File: src/rtl/fixp_window_averager.sv
// Window averager for the Q3.12 adder stream: gathers non-overlapping windows
// of 2^LOG2_WINDOW signed samples and emits either the rounded mean or the
// saturated sum per window over a valid/ready output.
module fixp_window_averager #(
  parameter int WIDTH       = 16,
  parameter int FRAC_BITS   = 12,
  parameter int LOG2_WINDOW = 2
) (
  input  logic                   clock,
  input  logic                   reset,
  input  logic                   io_in_valid,
  output logic                   io_in_ready,
  input  logic [WIDTH-1:0]       io_in_bits,
  input  logic                   io_mode_sum,
  input  logic                   io_flush,
  output logic                   io_out_valid,
  input  logic                   io_out_ready,
  output logic [WIDTH-1:0]       io_out_bits,
  output logic                   io_out_sat,
  output logic [LOG2_WINDOW-1:0] io_count
);

  // Accumulator is wide enough that a full window of extreme samples never wraps.
  localparam int AW = WIDTH + LOG2_WINDOW;

  localparam logic [LOG2_WINDOW-1:0] C_CNT_LAST = {LOG2_WINDOW{1'b1}};
  localparam logic [LOG2_WINDOW-1:0] C_CNT_ONE  = LOG2_WINDOW'(1'b1);
  localparam logic [LOG2_WINDOW-1:0] C_CNT_ZERO = {LOG2_WINDOW{1'b0}};
  localparam logic signed [AW-1:0]   C_ACC_ZERO = {AW{1'b0}};
  localparam logic signed [AW-1:0]   C_HALF     = AW'(1'b1) << (LOG2_WINDOW - 1);
  localparam logic signed [AW-1:0]   C_MAX      = {{(LOG2_WINDOW + 1){1'b0}}, {(WIDTH - 1){1'b1}}};
  localparam logic signed [AW-1:0]   C_MIN      = {{(LOG2_WINDOW + 1){1'b1}}, {(WIDTH - 1){1'b0}}};

  // Reject parameter sets the arithmetic was not sized for.
  if (LOG2_WINDOW < 1 || LOG2_WINDOW > 6 || FRAC_BITS >= WIDTH) begin : g_bad_param
    $error("fixp_window_averager: LOG2_WINDOW must be 1..6 and FRAC_BITS < WIDTH");
  end

  typedef enum logic [0:0] {
    ST_ACCUM = 1'b0,
    ST_OUT   = 1'b1
  } state_t;

  state_t                   r_state;
  state_t                   w_state_nxt;
  logic signed [AW-1:0]     r_acc;
  logic [LOG2_WINDOW-1:0]   r_count;
  logic                     r_mode;
  logic [WIDTH-1:0]         r_out_bits;
  logic                     r_out_sat;

  logic                     w_in_ready;
  logic                     w_fire;
  logic                     w_last;
  logic                     w_mode;
  logic signed [AW-1:0]     w_sum;
  logic [WIDTH-1:0]         w_mean;
  logic [WIDTH:0]           w_sat_pack;
  logic [WIDTH-1:0]         w_res_bits;
  logic                     w_res_sat;

  // Clamp a wide sum into the output range; MSB of the result flags clamping.
  function automatic logic [WIDTH:0] sat_sum(input logic signed [AW-1:0] s);
    logic [WIDTH:0] res;
    if (s > C_MAX) begin
      res = {1'b1, C_MAX[WIDTH-1:0]};
    end else if (s < C_MIN) begin
      res = {1'b1, C_MIN[WIDTH-1:0]};
    end else begin
      res = {1'b0, s[WIDTH-1:0]};
    end
    return res;
  endfunction

  assign w_in_ready = (r_state == ST_ACCUM) && !io_flush;
  assign w_fire     = io_in_valid && w_in_ready;
  assign w_last     = (r_count == C_CNT_LAST);
  assign w_sum      = r_acc + {{LOG2_WINDOW{io_in_bits[WIDTH-1]}}, io_in_bits};
  // The first sample of a window uses the live mode input, later ones the latched copy.
  assign w_mode     = (r_count == C_CNT_ZERO) ? io_mode_sum : r_mode;
  // Round half up, then arithmetic shift; the quotient always fits in WIDTH bits.
  assign w_mean     = WIDTH'((w_sum + C_HALF) >>> LOG2_WINDOW);
  assign w_sat_pack = sat_sum(w_sum);

  // Select the window result according to the latched mode.
  always_comb begin
    w_res_bits = w_mean;
    w_res_sat  = 1'b0;
    if (w_mode) begin
      w_res_bits = w_sat_pack[WIDTH-1:0];
      w_res_sat  = w_sat_pack[WIDTH];
    end else begin
      w_res_bits = w_mean;
      w_res_sat  = 1'b0;
    end
  end

  // Next-state logic: leave ACCUM on the last sample, leave OUT on handshake or flush.
  always_comb begin
    w_state_nxt = r_state;
    case (r_state)
      ST_ACCUM: begin
        if (w_fire && w_last) begin
          w_state_nxt = ST_OUT;
        end else begin
          w_state_nxt = ST_ACCUM;
        end
      end
      ST_OUT: begin
        if (io_flush || io_out_ready) begin
          w_state_nxt = ST_ACCUM;
        end else begin
          w_state_nxt = ST_OUT;
        end
      end
      default: w_state_nxt = ST_ACCUM;
    endcase
  end

  // State register.
  always_ff @(posedge clock) begin
    if (reset) begin
      r_state <= ST_ACCUM;
    end else begin
      r_state <= w_state_nxt;
    end
  end

  // Accumulator, sample counter, mode latch and registered result.
  always_ff @(posedge clock) begin
    if (reset) begin
      r_acc      <= C_ACC_ZERO;
      r_count    <= C_CNT_ZERO;
      r_mode     <= 1'b0;
      r_out_bits <= {WIDTH{1'b0}};
      r_out_sat  <= 1'b0;
    end else begin
      case (r_state)
        ST_ACCUM: begin
          if (io_flush) begin
            r_acc   <= C_ACC_ZERO;
            r_count <= C_CNT_ZERO;
          end else if (w_fire) begin
            if (r_count == C_CNT_ZERO) begin
              r_mode <= io_mode_sum;
            end
            if (w_last) begin
              r_out_bits <= w_res_bits;
              r_out_sat  <= w_res_sat;
              r_acc      <= C_ACC_ZERO;
              r_count    <= C_CNT_ZERO;
            end else begin
              r_acc   <= w_sum;
              r_count <= r_count + C_CNT_ONE;
            end
          end
        end
        ST_OUT: begin
          r_acc   <= C_ACC_ZERO;
          r_count <= C_CNT_ZERO;
        end
        default: begin
          r_acc   <= C_ACC_ZERO;
          r_count <= C_CNT_ZERO;
        end
      endcase
    end
  end

  assign io_in_ready  = w_in_ready;
  assign io_out_valid = (r_state == ST_OUT);
  assign io_out_bits  = r_out_bits;
  assign io_out_sat   = r_out_sat;
  assign io_count     = r_count;

endmodule

File: config.mk
export PLATFORM = sky130hd
export DESIGN_NAME = fixp_window_averager
export DESIGN_NICKNAME = d
export VERILOG_FILES = /design/src/rtl/fixp_window_averager.sv
export SDC_FILE = /design/constraint.sdc
export NUM_CORES = 1
export LEC_CHECK = 0
export ABC_AREA = 0
export BUFFER_PORTS_ARGS = -buffer_cell sky130_fd_sc_hd__buf_2
export CAP_MARGIN = 20
export CORE_MARGIN = 2
export CORE_UTILIZATION = 31
export DETAILED_ROUTE_END_ITERATION = 7
export PLACE_DENSITY = 0.53
export RECOVER_POWER = 100
export SYNTH_ARGS = -nofsm -noshare
export SYNTH_HDL_FRONTEND = slang
export SYNTH_SLANG_ARGS = --single-unit
File: constraint.sdc
create_clock -name clock -period 7.1 [get_ports clock]
set_clock_uncertainty 0.1 [all_clocks]
set_input_delay 1.42 -clock clock [delete_from_list [all_inputs] [get_ports clock]]
set_output_delay 1.42 -clock clock [all_outputs]
set_load 0.03 [all_outputs]
Word-level counts from Yosys, hierarchy flattened
Index checks and enable logic that the tools add are counted.

operators by class
  equality and inequality tests = 2
  add/sub/neg operators = 3
  order comparisons = 2
  bitwise logic cells = 2
  muxes and demuxes = 16
  reduce and logical (&&, ||, !) cells = 8

operator list
  kind                     count
  $mux W18                 3
  $pmux W18 S2             1
  $mux W17                 2
  $add A18 B18 Y18         1
  $add A18 B3 Y18 const B  1
  $gt A18 B16 Y1 const B   1
  $lt A18 B16 Y1 const B   1
  $mux W16                 1
  $mux W2                  3
  $mux W1                  4
  $pmux W2 S2              1
  $reduce_and A4 Y1        1
  $logic_and A1 B1 Y1      3
  $ne A3 B3 Y1 const B     1
  $reduce_and A3 Y1        1
  $add A2 B1 Y2 const B    1
  $eq A2 B2 Y1 const B     1
  $logic_not A2 Y1         1
  $not A1 Y1               2
  $pmux W1 S2              1
  $logic_not A1 Y1         1
  $logic_or A1 B1 Y1       1

word-level totals
  bits in registers = 39
  output and inout bits = 21
  word-level logic and storage cells = 39
  input port bits = 22

Logic depth before layout (Yosys ltp)
  depth in word-level cells = 6
  mapped depth = 13
  gate-level depth less buffers = 12

Worst setup path before layout
Ideal clock, no wire load.

  path type = input-to-reg
  start point = in io_in_bits[0]
  end point = reg r_out_bits[15] (netlist: io_out_bits[15])
  setup time = 0.117 ns
  data required time = 6.883 ns
  setup slack = 3.084 ns
  stages on the path = 11
  buffers on the path = 0
  arrival time = 3.800 ns
  path through = ha_1 -> inv_1 -> fa_1 -> xnor2_1 -> ha_1 -> nor4bb_1 -> and4_1 -> nand2_1 -> nor4_2 -> xor2_1 -> a22o_1

between the ends
  cells in the longest elaborated chain, start to end = 5
  elaborated cells on any way between the ends = 7
  classes of those cells = add/sub (2); order compare (2); mux (3)

ends and longest elaborated chain
  element                 RTL line  RTL
  start: declaration      13        input logic [WIDTH-1:0] io_in_bits,
  $add A18 B18 Y18 (*)    78        assign w_sum = r_acc + {{LOG2_WINDOW{io_in_bits[WIDTH-1]}}, io_in_bits};
  $lt A18 B16 Y1          67        end else if (s < C_MIN) begin
  $mux W17                67
  $mux W17                65        if (s > C_MAX) begin
  $mux W16 (*)            89        if (w_mode) begin
  end signal: assignment  135       r_out_bits <= {WIDTH{1'b0}};
  end signal: assignment  148       r_out_bits <= w_res_bits;
  end: declaration        49        logic [WIDTH-1:0] r_out_bits;

Every way passes the cells marked *; elsewhere a longest branch is shown, timed or not.
A chain may end at the register's enable or synchronous reset.

Final worst setup path
  start point = in io_in_bits[6]
  end point = reg r_out_bits[12] (netlist: io_out_bits[12])

Same word-level chain as after synthesis.

==> results.tsv <==
stage	metric	value	unit
clocking	TritonCTS clock tree	done	
synthesis	largest family of logic cells by synthesized area	compound AO/OA/AOI/OAI gates	
detailed_routing	Via Count	2801	
worst_setup_path	r2r startpoint	r_acc[1]	
global_routing	largest net degree at the start of global routing	33	
global_routing	first-pass GRT wire length	13010	microns
floorplan	Initial Util	31.50	%
worst_setup_path	CP Cell Sequence	buf_2 -> ha_1 -> a211o_1 -> a21oi_2 -> nor3b_1 -> o21ba_1 -> nor3_1 -> nor3_1 -> nand2_1 -> a211oi_1 -> nor4_2	
finish	nets	444	
synthesis	Ys Warns	0	
clocking	postcts setup bufs	0	
global_routing	vias in the first global route	2671	
detailed_routing	Post-Route WL	7859	microns
global_routing	overall global routing resource usage	15.35	%
clocking	post-CTS resize count	0	
finish	share of layout cells above drive strength 1	12.19	%
floorplan	# IOs	43	
worst_setup_path	startpoint types	input pin	
synthesis	Synth Area in Simple Gates	24.15	%
synthesis	top_reg_cell synth	dfxtp_1	
floorplan	Core Area	9639	sq um
floorplan	die height	103.0	microns
hold_path	type of the most critical hold path	flop to flop	
sta	setup TNS	0	ns
synthesis	mapped cell area	3037	sq um
pwr	Lkg Pwr	1.297	nW
worst_setup_path	CP max stage delay	0.74	ns
floorplan	die width	103.0	microns
synthesis	largest area contributor in the netlist	dfxtp_1	
synthesis	Syn Area/Cell	8.229	sq um
synthesis	Adder-Cell Fraction of Synth Area	8.900	%
global_routing	initial antenna violation count	0	
finish	fillers	1078	
detailed_routing	DRT iter0 DRCs	114	
synthesis	Gate Count Post-Synth	369	
synthesis	Synth Area in Compound Gates	26.04	%
hold_path	hold_sp	io_out_bits[0]	
run_status	outcome	finished, violations left	
detailed_routing	ANT nets after route	0	
synthesis	Synth Area in XOR/XNOR	7.746	%
job	number of max-cap violations	1	
floorplan	Rows	36	
detailed_routing	Avg Vias per Cell	5.236	
placement	Port Buffers	42	
clocking	Root Buffer	clkbuf_8	
worst_setup_path	critical path endpoint category	flop	
placement	dpl hpwl	5810	microns
synthesis	post-synthesis register bit count	39	
worst_setup_path	Worst EP required	7.13	ns
finish	area delta synth->final	10.22	%
clocking	H-tree depth	2	
synthesis	library cells used by synthesis	77	
worst_setup_path	CP max stage cell	nor3_1	
sta	post-layout min period	4.946	ns
finish	Ant. Diodes	0	
detailed_routing	WL/cell	14.69	microns
worst_setup_path	crit path DAT	4.97	ns
pwr	overall power	0.6052	mW
sta	RSZ-0062 raised after global routing	false	
synthesis	Post-synth ARST share	0	%
synthesis	Synthesized Nets	412	
worst_setup_path	crit path max fanout	15	
sta	Final Setup Violations	0	
pwr	PD cells	180.8	nW/um^2
sta	achievable frequency	202.2	MHz
synthesis	Post-synth EDFFs	0	
synthesis	share of the yosys chip area belonging to registers	25.71	%
worst_setup_path	Crit. Startpoint	io_in_bits[6]	
worst_setup_path	CP dominant cell by count	nor3_1	
clocking	CTS buffer count	5	
clocking	Clock Tree Buf Depth	2	
synthesis	mux share of post-synthesis cell area	2.884	%
floorplan	Die ar.	10600	sq um
sta	WHS	0.3537	ns
detailed_routing	1st-pass router iterations	4	
sta	Hold Vio Cnt, Final	0	
synthesis	synth top area cells	dfxtp_1 26%, ha_1 8.2%, nor2_1 5.4%	
placement	GPL Wtd Cong	0.8057	
synthesis	commonest cells in the netlist	44 x nor2_1, 39 x dfxtp_1, 26 x nand2_1, 21 x o21ai_0, 20 x ha_1	
run_status	violated checks	capacitance limit, slew limit	
sta	final slew viol count	33	
detailed_routing	drt drc	0	
pwr	VDD IR max	0.05677	mV
clocking	Worst-Skew Late Latency	0.30	ns
synthesis	Synth top area share	25.71	%
clocking	Worst-path clk slew	0.08	ns
clocking	# hold bufs at CTS	0	
clocking	Clock Sinks	39	
synthesis	count leader, synth	nor2_1	
global_routing	GRT Residual Overflow	0	
sta	Worst Tran Pin Value	1.553	ns
sta	Tcrit/Tclk final	69.66	%
sta	slew margin rel.	-3.506	%
worst_setup_path	CP Class	input pin to flop	
[cells in the final DEF (no fill, tap or decap), types with 4 or more instances in the layout]
cell type and instances:
ha_1 20, a22oi_1 17, nor4_1 5, a21oi_1 19, nor2_1 44, nand2_1 27
xnor2_1 18, inv_1 8, buf_2 19, nand3_1 7, dfxtp_1 39, clkbuf_1 23
a211oi_1 8, o21a_1 4, nand4_1 6, xor2_1 8, o21ai_0 24, a21o_1 4
nor3_1 14, mux2i_1 5, clkbuf_8 6
[worst paths after layout]
path,slack (ns),end,cells past startpoint
hold reg to reg,0.35,io_out_bits[0],2
hold / removal,0.35,io_out_bits[0],2
setup reg to reg,3.05,io_out_bits[12],10
setup / recovery,2.15,io_out_bits[12],11
[per-stage QoR]
step	area, sq um	utilization [%]	std cells	worst slack (ns)
after floorplan	3037	-	369	3.084
after global placement	3332	34.57	527	2.605
after detailed placement	3332	34.57	527	2.600
after CTS	3450	35.79	535	2.898
after global routing	3347	34.72	535	1.901
final	3347	34.72	535	2.154
[cell families after synthesis]
group                      Yosys count
xor gates and xnor gates            26
muxes                                8
adders and majority gates           21
buffers and inverters               29
and+or+nand+nor                    135
DFF                                 39
AOI/OAI and AO/OA                  111
[per-layer routing]
| layer | vias up | wire length [microns] | part of all wire [%] | global-route usage [%] |
|---|---|---|---|---|
| met5 | - | 0 | 0 | 0 |
| met4 | 0 | 94 | 1.2 | 4.150 |
| met3 | 6 | 302 | 3.8 | 2.644 |
| met2 | 57 | 3500 | 45 | 24.63 |
| met1 | 1310 | 3962 | 50 | 21.26 |
| li1 | 1428 | - | - | - |
[power breakdown]
part | total [mW] | switching, mW | leakage [nW] | internal [mW]
clock | 0.202 | 0.0876 | 0.0612 | 0.114
sequential | 0.227 | 0.00317 | 0.316 | 0.224
combinational | 0.176 | 0.110 | 0.920 | 0.0661
[state kept, by name (all words and copies together), names as in the netlist]
signal and flops:
io_count 2, io_out_valid 1, io_out_sat 1, r_acc 18
io_out_bits 16, r_mode 1
[critical path: cells and delay by family]
kind                     cells  cell delay (ns)
AO/OA/AOI/OAI                4             1.26
adder cells (fa/ha/maj)      1             0.39
AND/OR/NAND/NOR              5             1.79
buffers and inverters        1             0.10
[area by class of cell]
cell class	count	area [sq um]	area share (%)
multi-input cells	301	2048	61.20
flip-flops and latches	39	780.7	23.33
repair buffers	44	196.4	5.869
well taps	133	166.4	4.972
clock buffers	6	82.58	2.467
inverters	10	37.54	1.121
clock inverters	2	35.03	1.047
Note: power is estimated with default switching activity, not from simulation.
